`src/rtl/tl_ul_pkg.sv`:
```
// Shared TL-UL opcode constants, initiator FSM encoding and opcode selection helper.
package tl_ul_pkg;

  localparam logic [3:0] TL_PUT_FULL = 4'h0;
  localparam logic [3:0] TL_PUT_PART = 4'h1;
  localparam logic [3:0] TL_GET      = 4'h4;
  localparam logic [3:0] TL_ACK      = 4'h0;
  localparam logic [3:0] TL_ACK_DATA = 4'h1;

  typedef enum logic [1:0] {
    ST_IDLE   = 2'd0,
    ST_A_REQ  = 2'd1,
    ST_D_WAIT = 2'd2,
    ST_RSP    = 2'd3
  } tl_state_e;

  // A write with every byte lane enabled is a full put; anything narrower is partial.
  function automatic logic [3:0] a_opcode_for(input logic write, input logic [3:0] mask);
    if (!write) return TL_GET;
    return (mask == 4'hF) ? TL_PUT_FULL : TL_PUT_PART;
  endfunction

endpackage

```
`src/rtl/tl_timeout_cnt.sv`:
```
// Saturating cycle counter that flags when TIMEOUT-1 cycles have been counted.
module tl_timeout_cnt #(
  parameter int TIMEOUT = 16
) (
  input  logic clk,
  input  logic rst_n,
  input  logic clr,
  input  logic en,
  output logic expired
);

  localparam int CNT_W = (TIMEOUT > 2) ? $clog2(TIMEOUT) : 1;
  localparam logic [CNT_W-1:0] LAST = CNT_W'(TIMEOUT - 1);

  logic [CNT_W-1:0] cnt_q, cnt_d;

  assign expired = (cnt_q == LAST);

  always_comb begin
    cnt_d = cnt_q;
    if (clr) cnt_d = '0;
    else if (en && !expired) cnt_d = cnt_q + CNT_W'(1);
  end

  always_ff @(posedge clk or negedge rst_n) begin
    if (!rst_n) cnt_q <= '0;
    else cnt_q <= cnt_d;
  end

endmodule

```
`src/rtl/tl_ul_master.sv`:
```
// TL-UL initiator: one outstanding single-beat request, registered A/D/requester interfaces.
module tl_ul_master
  import tl_ul_pkg::*;
#(
  parameter int ADDR_W  = 4,
  parameter int DATA_W  = 32,
  parameter int TIMEOUT = 16
) (
  input  logic              clk,
  input  logic              rst_n,
  input  logic              cmd_valid,
  output logic              cmd_ready,
  input  logic              cmd_write,
  input  logic [ADDR_W-1:0] cmd_addr,
  input  logic [3:0]        cmd_mask,
  input  logic [DATA_W-1:0] cmd_wdata,
  output logic              rsp_valid,
  input  logic              rsp_ready,
  output logic [DATA_W-1:0] rsp_rdata,
  output logic              rsp_err,
  output logic              rsp_tmo,
  output logic              a_valid,
  input  logic              a_ready,
  output logic [3:0]        a_opcode,
  output logic [3:0]        a_mask,
  output logic [ADDR_W-1:0] a_address,
  output logic [DATA_W-1:0] a_data,
  input  logic              d_valid,
  output logic              d_ready,
  input  logic [3:0]        d_opcode,
  input  logic [DATA_W-1:0] d_data
);

  tl_state_e         state_q, state_d;
  logic              cmd_ready_q, cmd_ready_d;
  logic              a_valid_q, a_valid_d;
  logic [3:0]        a_opcode_q, a_opcode_d;
  logic [3:0]        a_mask_q, a_mask_d;
  logic [ADDR_W-1:0] a_address_q, a_address_d;
  logic [DATA_W-1:0] a_data_q, a_data_d;
  logic              d_ready_q, d_ready_d;
  logic              rsp_valid_q, rsp_valid_d;
  logic [DATA_W-1:0] rsp_rdata_q, rsp_rdata_d;
  logic              rsp_err_q, rsp_err_d;
  logic              rsp_tmo_q, rsp_tmo_d;
  logic              cnt_clr, cnt_en, expired;

  tl_timeout_cnt #(.TIMEOUT(TIMEOUT)) u_tmo (
    .clk    (clk),
    .rst_n  (rst_n),
    .clr    (cnt_clr),
    .en     (cnt_en),
    .expired(expired)
  );

  always_comb begin
    state_d     = state_q;
    cmd_ready_d = cmd_ready_q;
    a_valid_d   = a_valid_q;
    a_opcode_d  = a_opcode_q;
    a_mask_d    = a_mask_q;
    a_address_d = a_address_q;
    a_data_d    = a_data_q;
    d_ready_d   = d_ready_q;
    rsp_valid_d = rsp_valid_q;
    rsp_rdata_d = rsp_rdata_q;
    rsp_err_d   = rsp_err_q;
    rsp_tmo_d   = rsp_tmo_q;
    cnt_en      = (state_q == ST_D_WAIT);
    cnt_clr     = (state_q != ST_D_WAIT);

    unique case (state_q)
      ST_IDLE: begin
        cmd_ready_d = 1'b1;
        if (cmd_valid && cmd_ready_q) begin
          cmd_ready_d = 1'b0;
          a_valid_d   = 1'b1;
          a_opcode_d  = a_opcode_for(cmd_write, cmd_mask);
          a_mask_d    = cmd_mask;
          a_address_d = cmd_addr;
          a_data_d    = cmd_write ? cmd_wdata : '0;
          state_d     = ST_A_REQ;
        end
      end
      ST_A_REQ: begin
        if (a_ready) begin
          a_valid_d = 1'b0;
          d_ready_d = 1'b1;
          state_d   = ST_D_WAIT;
        end
      end
      ST_D_WAIT: begin
        // A response beat on the expiry edge still counts as a normal response.
        if (d_valid) begin
          d_ready_d   = 1'b0;
          rsp_valid_d = 1'b1;
          rsp_tmo_d   = 1'b0;
          if (a_opcode_q == TL_GET) begin
            rsp_rdata_d = (d_opcode == TL_ACK_DATA) ? d_data : '0;
            rsp_err_d   = (d_opcode != TL_ACK_DATA);
          end else begin
            rsp_rdata_d = '0;
            rsp_err_d   = (d_opcode != TL_ACK);
          end
          state_d = ST_RSP;
        end else if (expired) begin
          d_ready_d   = 1'b0;
          rsp_valid_d = 1'b1;
          rsp_rdata_d = '0;
          rsp_err_d   = 1'b1;
          rsp_tmo_d   = 1'b1;
          state_d     = ST_RSP;
        end
      end
      ST_RSP: begin
        if (rsp_ready) begin
          rsp_valid_d = 1'b0;
          cmd_ready_d = 1'b1;
          state_d     = ST_IDLE;
        end
      end
      default: state_d = ST_IDLE;
    endcase
  end

  always_ff @(posedge clk or negedge rst_n) begin
    if (!rst_n) begin
      state_q     <= ST_IDLE;
      cmd_ready_q <= 1'b0;
      a_valid_q   <= 1'b0;
      a_opcode_q  <= '0;
      a_mask_q    <= '0;
      a_address_q <= '0;
      a_data_q    <= '0;
      d_ready_q   <= 1'b0;
      rsp_valid_q <= 1'b0;
      rsp_rdata_q <= '0;
      rsp_err_q   <= 1'b0;
      rsp_tmo_q   <= 1'b0;
    end else begin
      state_q     <= state_d;
      cmd_ready_q <= cmd_ready_d;
      a_valid_q   <= a_valid_d;
      a_opcode_q  <= a_opcode_d;
      a_mask_q    <= a_mask_d;
      a_address_q <= a_address_d;
      a_data_q    <= a_data_d;
      d_ready_q   <= d_ready_d;
      rsp_valid_q <= rsp_valid_d;
      rsp_rdata_q <= rsp_rdata_d;
      rsp_err_q   <= rsp_err_d;
      rsp_tmo_q   <= rsp_tmo_d;
    end
  end

  assign cmd_ready = cmd_ready_q;
  assign a_valid   = a_valid_q;
  assign a_opcode  = a_opcode_q;
  assign a_mask    = a_mask_q;
  assign a_address = a_address_q;
  assign a_data    = a_data_q;
  assign d_ready   = d_ready_q;
  assign rsp_valid = rsp_valid_q;
  assign rsp_rdata = rsp_rdata_q;
  assign rsp_err   = rsp_err_q;
  assign rsp_tmo   = rsp_tmo_q;

endmodule

```
`config.mk`:
```
export PLATFORM = sky130hd
export DESIGN_NAME = tl_ul_master
export DESIGN_NICKNAME = d
export VERILOG_FILES = /design/src/rtl/tl_ul_pkg.sv /design/src/rtl/tl_timeout_cnt.sv /design/src/rtl/tl_ul_master.sv
export SDC_FILE = /design/constraint.sdc
export NUM_CORES = 1
export LEC_CHECK = 0
export ABC_AREA = 1
export CAP_MARGIN = 10
export CORE_MARGIN = 5
export CORE_UTILIZATION = 25
export DETAILED_ROUTE_END_ITERATION = 6
export SLEW_MARGIN = 0
export SYNTH_ARGS = -nofsm -noshare
export SYNTH_HDL_FRONTEND = slang
export SYNTH_HIERARCHICAL = 1
export SYNTH_SLANG_ARGS = --single-unit
```
`constraint.sdc`:
```
create_clock -name clk -period 4.34 [get_ports clk]
set_clock_uncertainty 0.1 [all_clocks]
set_input_delay 0.434 -clock clk [delete_from_list [all_inputs] [get_ports clk]]
set_output_delay 0.434 -clock clk [all_outputs]
set_load 0.005 [all_outputs]
```
==> impl_metrics.prom, run 1 <==
# TYPE chip_impl_metric gauge
chip_impl_metric{name="timing.final.crit_share",unit=""} 0.538
chip_impl_info{name="final_cell_mix",value="219 x sky130_fd_sc_hd__nand2_1, 161 x sky130_fd_sc_hd__clkdlybuf4s50_1, 86 x sky130_fd_sc_hd__dfrtp_1, 38 x sky130_fd_sc_hd__nand3_1, 16 x sky130_fd_sc_hd__inv_1"} 1
chip_impl_metric{name="max-vdd-ir-drop",unit="mV"} 0.257
chip_impl_info{name="path_type_of_the_worst_setup_path",value="reg -> reg"} 1
chip_impl_metric{name="maxClockFrequency",unit="MHz"} 428
chip_impl_metric{name="worst_ep_required_time",unit="ns"} 4.50
chip_impl_metric{name="dr_wl_met2",unit="um"} 4590
chip_impl_metric{name="synth_cell_type_count",unit=""} 23
chip_impl_info{name="end_kind",value="flop"} 1
chip_impl_metric{name="post_layout_nonfiller_instances",unit=""} 769
chip_impl_metric{name="wirelength_met1",unit="um"} 4680
chip_impl_metric{name="rows",unit=""} 44
chip_impl_metric{name="grt_pass1_vias",unit=""} 3477
chip_impl_info{name="mostFrequentLayoutCell",value="sky130_fd_sc_hd__nand2_1"} 1
chip_impl_metric{name="cts_repair_resize_count",unit=""} 0
chip_impl_metric{name="globalRoute.totalOverflow",unit=""} 0
chip_impl_metric{name="grt_pass1_wl",unit="um"} 16900
chip_impl_metric{name="placed_cells_incl_taps",unit=""} 754
chip_impl_metric{name="setup_viol_count_final",unit=""} 0
chip_impl_metric{name="syn_inst",unit=""} 422
chip_impl_metric{name="fillerInstances",unit=""} 1429
chip_impl_metric{name="die_area",unit="um^2"} 17100
chip_impl_metric{name="io_pins",unit=""} 165
chip_impl_metric{name="cts_post_setup_buffers_inserted",unit=""} 0
chip_impl_metric{name="numCtsBuffers",unit=""} 9
chip_impl_metric{name="gp_congestion",unit=""} 0.752
chip_impl_info{name="status",value="finished, final reports clean"} 1
chip_impl_metric{name="worst-slew-pin-transition",unit="ns"} 1.17
chip_impl_metric{name="clock_tree.htree_level_count",unit=""} 3
chip_impl_metric{name="min_period",unit="ns"} 2.34
chip_impl_metric{name="finish.instance_area",unit="um^2"} 5760
chip_impl_metric{name="largest_net_degree_at_the_start_of_global_routing",unit=""} 48
chip_impl_metric{name="p_leak",unit="nW"} 2.89
chip_impl_metric{name="dr_total_vias",unit=""} 3260
chip_impl_metric{name="clk_latency",unit="ns"} 0.33
chip_impl_metric{name="routedWlPerCell",unit="um"} 13.5
chip_impl_metric{name="r2r.worst_path.cells",unit=""} 6
chip_impl_info{name="holdCritPathClass",value="in -> async"} 1
chip_impl_metric{name="worst_case_register_to_register_setup_slack",unit="ns"} 2.00
chip_impl_metric{name="post_route_cells_drive_above_1_share",unit=""} 0.0513
chip_impl_metric{name="max_cap_violations",unit=""} 0
chip_impl_metric{name="antenna_found_initial",unit=""} 0
chip_impl_metric{name="layout-area-overhead-vs-synth",unit="%"} 57.6
chip_impl_metric{name="final_nets",unit=""} 672
chip_impl_metric{name="postCtsHoldBufs",unit=""} 0
chip_impl_info{name="grt_setup_unrepaired",value="no"} 1
chip_impl_metric{name="yosys_warnings",unit=""} 6
chip_impl_metric{name="post-route-drc-count",unit=""} 0
chip_impl_metric{name="floorplan.die.height",unit="um"} 131
chip_impl_metric{name="drt-initial-drc-count",unit=""} 132
chip_impl_metric{name="numPortBuffers",unit=""} 162
chip_impl_metric{name="routed_via_density",unit=""} 4.24
chip_impl_metric{name="globalRouteTotalUtil",unit=""} 0.125
chip_impl_metric{name="design_power_total",unit="mW"} 3.32
chip_impl_info{name="startpoint_type_of_the_worst_setup_path",value="flop"} 1
chip_impl_metric{name="route.antenna.remaining_nets",unit=""} 0
chip_impl_metric{name="drt-pass1-iter-count",unit=""} 4
chip_impl_metric{name="max_buffers_root_to_sink",unit=""} 2
chip_impl_metric{name="core_area",unit="um^2"} 14400
chip_impl_metric{name="synth_area",unit="um^2"} 3660
chip_impl_metric{name="n_antenna_cell",unit=""} 0
chip_impl_metric{name="finalHoldViolCount",unit=""} 0
chip_impl_metric{name="relSlewSlack",unit=""} 0.217
chip_impl_metric{name="effective_utilization_at_floorplan",unit=""} 0.253
chip_impl_metric{name="die_x",unit="um"} 131
chip_impl_metric{name="power-per-cell-area",unit="nW/um^2"} 575
chip_impl_metric{name="fin_setup_tns",unit="ns"} 0
chip_impl_metric{name="post_dp_cell_area",unit="um^2"} 5430
chip_impl_metric{name="hold_ws",unit="ns"} 0.0212
chip_impl_metric{name="detailedPlacementHpwl",unit="um"} 7610
chip_impl_metric{name="synth-seq-cells",unit=""} 86
chip_impl_info{name="tritoncts",value="done"} 1
chip_impl_info{name="dr.max_layer_used",value="met4"} 1
chip_impl_metric{name="slew_violations",unit=""} 0
chip_impl_metric{name="cp_data_arrival_time",unit="ns"} 2.50
chip_impl_metric{name="wl_met3",unit="um"} 974
chip_impl_metric{name="drt_wirelength",unit="um"} 10400
chip_impl_metric{name="syn_avg_cell_area",unit="um^2"} 8.66
chip_impl_metric{name="synth-seq-area-share",unit=""} 0.589
chip_impl_metric{name="clkSinkCount",unit=""} 86
chip_impl_metric{name="clk_pin_slew_worst_paths",unit="ns"} 0.06
chip_impl_metric{name="worst-path-max-fanout",unit=""} 32
chip_impl_info{name="cts_root_buffer",value="sky130_fd_sc_hd__clkbuf_16"} 1
-- worst paths after layout --
kind | startpoint | endpoint
worst max-delay path | state_q[0] | rsp_rdata[21]
worst min-delay path | rst_n | rsp_rdata[23]
worst max register to register | state_q[0] | rsp_rdata[21]
worst min register to register | a_data[13] | a_data[13]
max in group asynchronous | rst_n | rsp_rdata[17]
min in group clk | a_data[13] | a_data[13]
-- cell type report --
cell class,instances,area [um^2],share of cell area
multi-input cells,300,1330,0.230
well taps,184,230,0.0399
inverters,19,73.8,0.0128
clock inverters,4,95.1,0.0165
clock buffers,11,243,0.0421
flip-flops and latches,86,2150,0.373
repair buffers,165,1640,0.285
-- cell families (layout without fill, tap and decap cells) --
group,Yosys count,after routing,share of synthesized area
other cells,1,2,0.00103
buf+inv,37,199,0.0500
compound gates,10,10,0.0147
flops,86,86,0.589
xor+xnor,1,1,0.00240
simple gates,279,279,0.316
fa+ha+maj,8,8,0.0274
-- critical path: stages, from the launching register on --
cell                      delay [ns]
sky130_fd_sc_hd__dfrtp_1        0.44
sky130_fd_sc_hd__inv_1          0.15
sky130_fd_sc_hd__ha_1           0.26
sky130_fd_sc_hd__nand2_1        0.11
sky130_fd_sc_hd__nor2_2         0.91
sky130_fd_sc_hd__nand3_1        0.17
sky130_fd_sc_hd__nand2_1        0.12
-- per-stage QoR --
stage	setup WS, ns	utilization
global route	1.72	0.400
finish	2.00	0.400
CTS	1.99	0.400
floorplan	2.80	-
detailed placement	1.85	0.376
global placement	1.86	0.376
-- synth_stat cells, drive strengths merged --
cell type | count | area (um^2)
ha | 8 | 100
xor2 | 1 | 8.76
nor2 | 15 | 98.9
inv | 19 | 73.8
a21oi | 3 | 15.0
clkbuf | 4 | 15.0
nand4 | 4 | 25.0
dfrtp | 86 | 2150
conb | 1 | 3.75
buf | 14 | 93.8
o21ai | 7 | 38.8
or2 | 2 | 12.5
nand3 | 38 | 190
nand2 | 220 | 828
-- routing by layer --
layer,vias to the layer above,GRT usage
li1,1615,-
met5,-,0
met4,0,0.0520
met1,1506,0.162
met2,128,0.192
met3,11,0.0411
-- registers in the layout, summed over array words and instances (netlist names) --
| name | cells |
|---|---|
| a_valid | 1 |
| u_tmo/cnt_q | 4 |
| rsp_valid | 1 |
| rsp_rdata | 32 |
| cmd_ready | 1 |
| a_opcode | 2 |
| state_q | 2 |
| a_data | 32 |
| d_ready | 1 |
| rsp_err | 1 |
| a_address | 4 |
| a_mask | 4 |
| rsp_tmo | 1 |
-- report_power, final --
part	total, mW	switching (mW)	internal (mW)
registers	1.21	0.156	1.05
clock network	0.877	0.302	0.574
logic	1.23	0.575	0.655
No activity file was read; power rests on OpenSTA's default activity.
==> run 2: changes to the inputs <==
- clock period: 4.34 -> 2.32 ns (I/O delays scaled with it)
==> impl_metrics.prom, run 2 (synthesis gave the netlist of run 1 again) <==
# TYPE chip_impl_metric gauge
chip_impl_metric{name="postLayoutSetupSlackWorst",unit="ns"} 0.277
chip_impl_info{name="mostFrequentLayoutCell",value="sky130_fd_sc_hd__nand2_1"} 1
chip_impl_metric{name="gp_congestion",unit=""} 0.829
chip_impl_metric{name="route.antenna.remaining_nets",unit=""} 0
chip_impl_metric{name="placed_cells_incl_taps",unit=""} 755
chip_impl_metric{name="multi_input_comb_area",unit="um^2"} 1330
chip_impl_info{name="path_type_of_the_worst_setup_path",value="reg -> reg"} 1
chip_impl_metric{name="post_route_cells_drive_above_1_share",unit=""} 0.0561
chip_impl_info{name="final_cell_mix",value="219 x sky130_fd_sc_hd__nand2_1, 161 x sky130_fd_sc_hd__clkdlybuf4s50_1, 86 x sky130_fd_sc_hd__dfrtp_1, 38 x sky130_fd_sc_hd__nand3_1, 16 x sky130_fd_sc_hd__inv_1"} 1
chip_impl_metric{name="dr_wl_met2",unit="um"} 4570
chip_impl_metric{name="largest_net_degree_at_the_start_of_global_routing",unit=""} 47
chip_impl_info{name="hold_end",value="a_data[16]"} 1
chip_impl_metric{name="numCtsBuffers",unit=""} 9
chip_impl_metric{name="io_pins",unit=""} 165
chip_impl_metric{name="maxClockFrequency",unit="MHz"} 489
chip_impl_metric{name="effective_utilization_at_floorplan",unit=""} 0.253
chip_impl_metric{name="slowest_delay",unit="ns"} 0.44
chip_impl_metric{name="grt_pass1_wl",unit="um"} 16400
chip_impl_metric{name="relSlewSlack",unit=""} 0.590
chip_impl_metric{name="cts_post_setup_buffers_inserted",unit=""} 0
chip_impl_metric{name="cp_data_arrival_time",unit="ns"} 2.22
chip_impl_metric{name="globalRoute.totalOverflow",unit=""} 0
chip_impl_info{name="grt_setup_unrepaired",value="no"} 1
chip_impl_metric{name="detailedPlacementHpwl",unit="um"} 7820
chip_impl_metric{name="finish.instance_area",unit="um^2"} 5770
chip_impl_metric{name="clock_tree.htree_level_count",unit=""} 3
chip_impl_metric{name="drt-pass1-iter-count",unit=""} 5
chip_impl_metric{name="numPortBuffers",unit=""} 162
chip_impl_metric{name="floorplan.die.height",unit="um"} 131
chip_impl_metric{name="grt_pass1_vias",unit=""} 3343
chip_impl_metric{name="fillerInstances",unit=""} 1417
chip_impl_info{name="crit_chain",value="inv_1 > ha_1 > inv_2 > nor2_8 > inv_4 > nor2_8 > nand2_1 > nand2_1"} 1
chip_impl_metric{name="preCtsSetupSlack",unit="ns"} 0.288
chip_impl_metric{name="worstHoldPathCells",unit=""} 3
chip_impl_metric{name="min_period",unit="ns"} 2.04
chip_impl_metric{name="globalRouteTotalUtil",unit=""} 0.123
chip_impl_metric{name="worst_case_register_to_register_setup_slack",unit="ns"} 0.28
chip_impl_metric{name="critical_path.n_buffers_inverters",unit=""} 3
chip_impl_info{name="end_kind",value="flop"} 1
chip_impl_info{name="startpoint_type_of_the_worst_setup_path",value="flop"} 1
chip_impl_info{name="timing.rr.end",value="a_data[26]"} 1
chip_impl_metric{name="post_layout_nonfiller_instances",unit=""} 772
chip_impl_info{name="worst_path_dominant_cell_family",value="simple AND/OR/NAND/NOR gates"} 1
chip_impl_metric{name="clkSinkCount",unit=""} 86
chip_impl_info{name="timing.hold.worst.start",value="cmd_wdata[16]"} 1
chip_impl_metric{name="drt-initial-drc-count",unit=""} 93
chip_impl_metric{name="layout-area-overhead-vs-synth",unit="%"} 57.7
chip_impl_metric{name="p_leak",unit="nW"} 2.90
chip_impl_metric{name="dr_total_vias",unit=""} 3237
chip_impl_metric{name="n_antenna_cell",unit=""} 0
chip_impl_metric{name="clk_pin_slew_worst_paths",unit="ns"} 0.06
chip_impl_metric{name="routed_via_density",unit=""} 4.19
chip_impl_info{name="status",value="finished, final reports clean"} 1
chip_impl_metric{name="max-vdd-ir-drop",unit="mV"} 0.543
chip_impl_info{name="cpMaxStageDelayCell",value="sky130_fd_sc_hd__dfrtp_1"} 1
chip_impl_metric{name="wirelength_met1",unit="um"} 4630
chip_impl_info{name="cts_root_buffer",value="sky130_fd_sc_hd__clkbuf_16"} 1
chip_impl_info{name="holdCritPathClass",value="in -> reg"} 1
chip_impl_metric{name="post_dp_cell_area",unit="um^2"} 5450
chip_impl_metric{name="drt_wirelength",unit="um"} 10400
chip_impl_metric{name="wl_met3",unit="um"} 1050
chip_impl_metric{name="worst-path-max-fanout",unit=""} 44
chip_impl_metric{name="timing.final.crit_share",unit=""} 0.881
chip_impl_metric{name="rows",unit=""} 44
chip_impl_metric{name="finalHoldViolCount",unit=""} 0
chip_impl_metric{name="routedWlPerCell",unit="um"} 13.4
chip_impl_metric{name="slew_violations",unit=""} 0
chip_impl_metric{name="die_x",unit="um"} 131
chip_impl_metric{name="max_buffers_root_to_sink",unit=""} 2
chip_impl_metric{name="die_area",unit="um^2"} 17100
chip_impl_info{name="dr.max_layer_used",value="met4"} 1
chip_impl_metric{name="power-per-cell-area",unit="nW/um^2"} 1050
chip_impl_metric{name="worst_ep_required_time",unit="ns"} 2.50
chip_impl_metric{name="setup_viol_count_final",unit=""} 0
chip_impl_metric{name="cts_repair_resize_count",unit=""} 0
chip_impl_metric{name="antenna_found_initial",unit=""} 0
chip_impl_metric{name="worst-slew-pin-transition",unit="ns"} 0.615
chip_impl_metric{name="fin_setup_tns",unit="ns"} 0
chip_impl_metric{name="clk_latency",unit="ns"} 0.34
chip_impl_info{name="r2r_start",value="state_q[0]"} 1
chip_impl_metric{name="max_cap_violations",unit=""} 0
chip_impl_metric{name="r2r.worst_path.cells",unit=""} 8
chip_impl_metric{name="core_area",unit="um^2"} 14400
chip_impl_metric{name="post-route-drc-count",unit=""} 0
chip_impl_metric{name="regArea",unit="um^2"} 2150
chip_impl_metric{name="final_nets",unit=""} 674
chip_impl_info{name="tritoncts",value="done"} 1
==> run 2: cell types whose count changed in the layout (fill, tap and decap cells not counted), sizes merged <==
cell,previous run,this run
bufinv,3,1
buf,4,5
clkinv,1,4
dlygate4sd3,0,1
==> run 2: power breakdown <==
part / switching (mW) / internal [mW]
Combinational: 1.09 / 1.23
Sequential: 0.305 / 1.97
Clock: 0.578 / 0.892
==> run 2: per-stage QoR <==
step                total power, mW  utilization  hold slack [ns]
floorplan                      3.28            -           -0.164
global placement               4.61        0.378            0.185
detailed placement             4.65        0.378            0.192
CTS                            6.18        0.400            0.303
global route                   6.53        0.400            0.329
finish                         6.06        0.400            0.323
==> run 2: repair_timing <==
| action | in CTS | in global routing |
|---|---|---|
| setup endpoints to repair | 0 | 0 |
| hold buffers | 1 | 0 |
| hold endpoints to repair | 45 | 0 |
==> run 2: layout make-up <==
type,count,share of cell area
clock buffers,11,0.0438
clock inverters,5,0.00998
inverters,19,0.0128
well taps,184,0.0399
repair buffers,167,0.290
flip-flops and latches,86,0.373
multi-input cells,300,0.230
==> run 2: how the worst max path moves through the flow <==
stage | start | endpoint | slack [ns] | cells past startpoint
final | state_q[0] | a_data[26] | 0.28 | 8
after global routing | state_q[0] | a_data[0] | 0.06 | 8
after detailed placement | state_q[0] | a_data[23] | 0.29 | 8
after CTS | state_q[0] | a_data[23] | 0.27 | 8
after global placement | state_q[0] | a_data[28] | 0.36 | 8
after floorplan | state_q[0] | a_data[10] | 0.78 | 8
==> run 2: worst reg2reg max path, cell delays in order (launching register included) <==
cell	delay, ns
sky130_fd_sc_hd__dfrtp_1	0.44
sky130_fd_sc_hd__inv_1	0.15
sky130_fd_sc_hd__ha_1	0.22
sky130_fd_sc_hd__inv_2	0.08
sky130_fd_sc_hd__nor2_8	0.18
sky130_fd_sc_hd__inv_4	0.20
sky130_fd_sc_hd__nor2_8	0.42
sky130_fd_sc_hd__nand2_1	0.11
sky130_fd_sc_hd__nand2_1	0.08
==> run 2: routing by layer <==
layer	GRT usage	up-vias
li1	-	1623
met1	0.158	1478
met2	0.187	127
met3	0.0602	9
met4	0.0296	0
met5	0	-
==> run 3: changes to the inputs <==
--- a/constraint.sdc
+++ b/constraint.sdc
@@ -4,2 +4,2 @@
 set_output_delay 0.232 -clock clk [all_outputs]
-set_load 0.005 [all_outputs]
+set_load 0.1 [all_outputs]
==> impl_metrics.prom, run 3 (synthesis gave the netlist of run 1 again) <==
# TYPE chip_impl_metric gauge
chip_impl_metric{name="hold_ws",unit="ns"} 0.329
chip_impl_metric{name="detailedPlacementHpwl",unit="um"} 7690
chip_impl_metric{name="grt_pass1_wl",unit="um"} 16300
chip_impl_metric{name="clkSinkCount",unit=""} 86
chip_impl_metric{name="max-vdd-ir-drop",unit="mV"} 1.12
chip_impl_metric{name="io_pins",unit=""} 165
chip_impl_info{name="path_type_of_the_worst_setup_path",value="reg -> reg"} 1
chip_impl_metric{name="worstHoldPathCells",unit=""} 3
chip_impl_metric{name="cts_repair_resize_count",unit=""} 0
chip_impl_info{name="cpMaxStageDelayCell",value="sky130_fd_sc_hd__dfrtp_1"} 1
chip_impl_metric{name="final_nets",unit=""} 674
chip_impl_metric{name="numPortBuffers",unit=""} 162
chip_impl_metric{name="relSlewSlack",unit=""} 0.582
chip_impl_info{name="final_cell_mix",value="219 x sky130_fd_sc_hd__nand2_1, 86 x sky130_fd_sc_hd__dfrtp_1, 84 x sky130_fd_sc_hd__buf_4, 81 x sky130_fd_sc_hd__clkdlybuf4s50_1, 38 x sky130_fd_sc_hd__nand3_1"} 1
chip_impl_metric{name="timing.final.crit_share",unit=""} 0.889
chip_impl_metric{name="r2r.worst_path.cells",unit=""} 8
chip_impl_info{name="timing.rr.end",value="a_data[29]"} 1
chip_impl_metric{name="slew_violations",unit=""} 0
chip_impl_metric{name="core_area",unit="um^2"} 14400
chip_impl_metric{name="effective_utilization_at_floorplan",unit=""} 0.253
chip_impl_info{name="holdCritPathClass",value="in -> reg"} 1
chip_impl_metric{name="drt-initial-drc-count",unit=""} 121
chip_impl_metric{name="gp_congestion",unit=""} 0.832
chip_impl_info{name="startpoint_type_of_the_worst_setup_path",value="flop"} 1
chip_impl_metric{name="post-route-drc-count",unit=""} 0
chip_impl_metric{name="worst_case_register_to_register_setup_slack",unit="ns"} 0.26
chip_impl_metric{name="post_layout_nonfiller_instances",unit=""} 769
chip_impl_metric{name="floorplan.die.height",unit="um"} 131
chip_impl_metric{name="regArea",unit="um^2"} 2150
chip_impl_metric{name="switching_power",unit="mW"} 5.15
chip_impl_metric{name="clock_tree.htree_level_count",unit=""} 3
chip_impl_metric{name="finalHoldViolCount",unit=""} 0
chip_impl_metric{name="routed_via_density",unit=""} 4.22
chip_impl_metric{name="grt_pass1_vias",unit=""} 3330
chip_impl_info{name="cts_root_buffer",value="sky130_fd_sc_hd__clkbuf_16"} 1
chip_impl_metric{name="rows",unit=""} 44
chip_impl_metric{name="maxClockFrequency",unit="MHz"} 485
chip_impl_metric{name="placed_cells_incl_taps",unit=""} 755
chip_impl_metric{name="power-per-cell-area",unit="nW/um^2"} 1630
chip_impl_metric{name="setup_viol_count_final",unit=""} 0
chip_impl_metric{name="routedWlPerCell",unit="um"} 13.4
chip_impl_info{name="timing.hold.worst.start",value="cmd_wdata[7]"} 1
chip_impl_metric{name="internal_power",unit="mW"} 3.88
chip_impl_metric{name="clock_power_share",unit=""} 0.153
chip_impl_metric{name="fillerInstances",unit=""} 1448
chip_impl_metric{name="max_buffers_root_to_sink",unit=""} 2
chip_impl_info{name="hold_end",value="a_data[7]"} 1
chip_impl_info{name="status",value="finished, final reports clean"} 1
chip_impl_info{name="mostFrequentLayoutCell",value="sky130_fd_sc_hd__nand2_1"} 1
chip_impl_metric{name="die_area",unit="um^2"} 17100
chip_impl_metric{name="clk_latency",unit="ns"} 0.33
chip_impl_metric{name="cts_post_setup_buffers_inserted",unit=""} 0
chip_impl_metric{name="largest_net_degree_at_the_start_of_global_routing",unit=""} 47
chip_impl_metric{name="fin_setup_tns",unit="ns"} 0
chip_impl_metric{name="final_util",unit=""} 0.384
chip_impl_metric{name="worst_ep_required_time",unit="ns"} 2.49
chip_impl_info{name="crit_chain",value="inv_1 > ha_1 > inv_2 > nor2_8 > inv_4 > nor2_8 > nand2_1 > nand2_1"} 1
chip_impl_info{name="end_kind",value="flop"} 1
chip_impl_info{name="setup.worst_path.start",value="state_q[0]"} 1
chip_impl_info{name="r2r_start",value="state_q[0]"} 1
chip_impl_info{name="tritoncts",value="done"} 1
chip_impl_metric{name="numCtsBuffers",unit=""} 9
chip_impl_metric{name="p_leak",unit="nW"} 3.01
chip_impl_metric{name="dr_total_vias",unit=""} 3243
chip_impl_metric{name="antenna_found_initial",unit=""} 0
chip_impl_metric{name="clk_pin_slew_worst_paths",unit="ns"} 0.06
chip_impl_metric{name="worst-slew-pin-transition",unit="ns"} 0.627
chip_impl_metric{name="power.sequential.fraction",unit=""} 0.253
chip_impl_metric{name="multi_input_comb_area",unit="um^2"} 1330
chip_impl_metric{name="n_antenna_cell",unit=""} 0
chip_impl_metric{name="power_frac_comb",unit=""} 0.595
chip_impl_metric{name="power.switching_fraction",unit=""} 0.570
chip_impl_metric{name="drt-pass1-iter-count",unit=""} 4
chip_impl_metric{name="slowest_delay",unit="ns"} 0.42
chip_impl_metric{name="worst-path-max-fanout",unit=""} 44
chip_impl_metric{name="globalRouteTotalUtil",unit=""} 0.122
chip_impl_metric{name="drt_wirelength",unit="um"} 10300
chip_impl_info{name="grt_setup_unrepaired",value="no"} 1
chip_impl_metric{name="route.antenna.remaining_nets",unit=""} 0
chip_impl_metric{name="die_x",unit="um"} 131
chip_impl_metric{name="finish.instance_area",unit="um^2"} 5530
chip_impl_metric{name="post_dp_cell_area",unit="um^2"} 5250
chip_impl_metric{name="globalRoute.totalOverflow",unit=""} 0
chip_impl_metric{name="layout-area-overhead-vs-synth",unit="%"} 51.3
chip_impl_metric{name="cp_data_arrival_time",unit="ns"} 2.23
chip_impl_metric{name="min_period",unit="ns"} 2.06
chip_impl_metric{name="max_cap_violations",unit=""} 0
chip_impl_metric{name="post_route_cells_drive_above_1_share",unit=""} 0.186
## run 3: changes by cell type in the layout (fill, tap and decap cells not counted)
cell and change:
sky130_fd_sc_hd__buf_4 +80, sky130_fd_sc_hd__clkinv_2 -1, sky130_fd_sc_hd__clkbuf_1 +1, sky130_fd_sc_hd__clkdlybuf4s50_1 -80
sky130_fd_sc_hd__clkinv_4 -2, sky130_fd_sc_hd__clkbuf_8 -1
## run 3: layout make-up
type	instances	share of cell area
tap	184	0.0416
inverter	19	0.0133
clock buffer	11	0.0439
clock inverter	2	0.00633
timing repair buffer	167	0.266
sequential	86	0.389
multi-input combinational	300	0.240
## run 3: worst max-delay path: cells and delay by family, from the launching register on
family / cells / cell delay [ns]
and+or+nand+nor: 4 / 0.78
buffers and inverters: 3 / 0.43
DFF: 1 / 0.42
adders and majority gates: 1 / 0.23
## run 3: worst max path at each step
stage and endpoint:
2_1_floorplan a_data[10], 3_3_place_gp a_data[28], 4_1_cts a_data[23], 6_report a_data[29]
5_1_grt a_data[29], 3_5_place_dp a_data[23]
## run 3: timing repair
item | 4_1_cts | 5_1_grt
hold endpoints to repair | 45 | 0
hold buffers | 1 | 0
setup endpoints to repair | 0 | 0
## run 3: power groups by stage
stage	Sequential (mW)	Clock, mW	Combinational, mW
after floorplan	5.43	0	1.01
after global placement	2.30	0	5.37
after detailed placement	2.29	0	5.43
after CTS	2.29	1.45	5.42
after global routing	2.35	1.51	5.66
final	2.28	1.38	5.37
## run 3: metrics by stage
stage          total power [mW]  worst slack [ns]
2_1_floorplan              6.44             0.357
3_3_place_gp               7.67             0.355
3_5_place_dp               7.72             0.256
4_1_cts                    9.16             0.240
5_1_grt                    9.52            0.0757
6_report                   9.03             0.257
## run 3: routing by layer
layer,GRT usage,vias to the layer above,part of all wire
met5,0,-,0
met4,0.0309,0,0.0088
met3,0.0524,7,0.097
met2,0.189,128,0.45
met1,0.157,1486,0.45
li1,-,1622,-
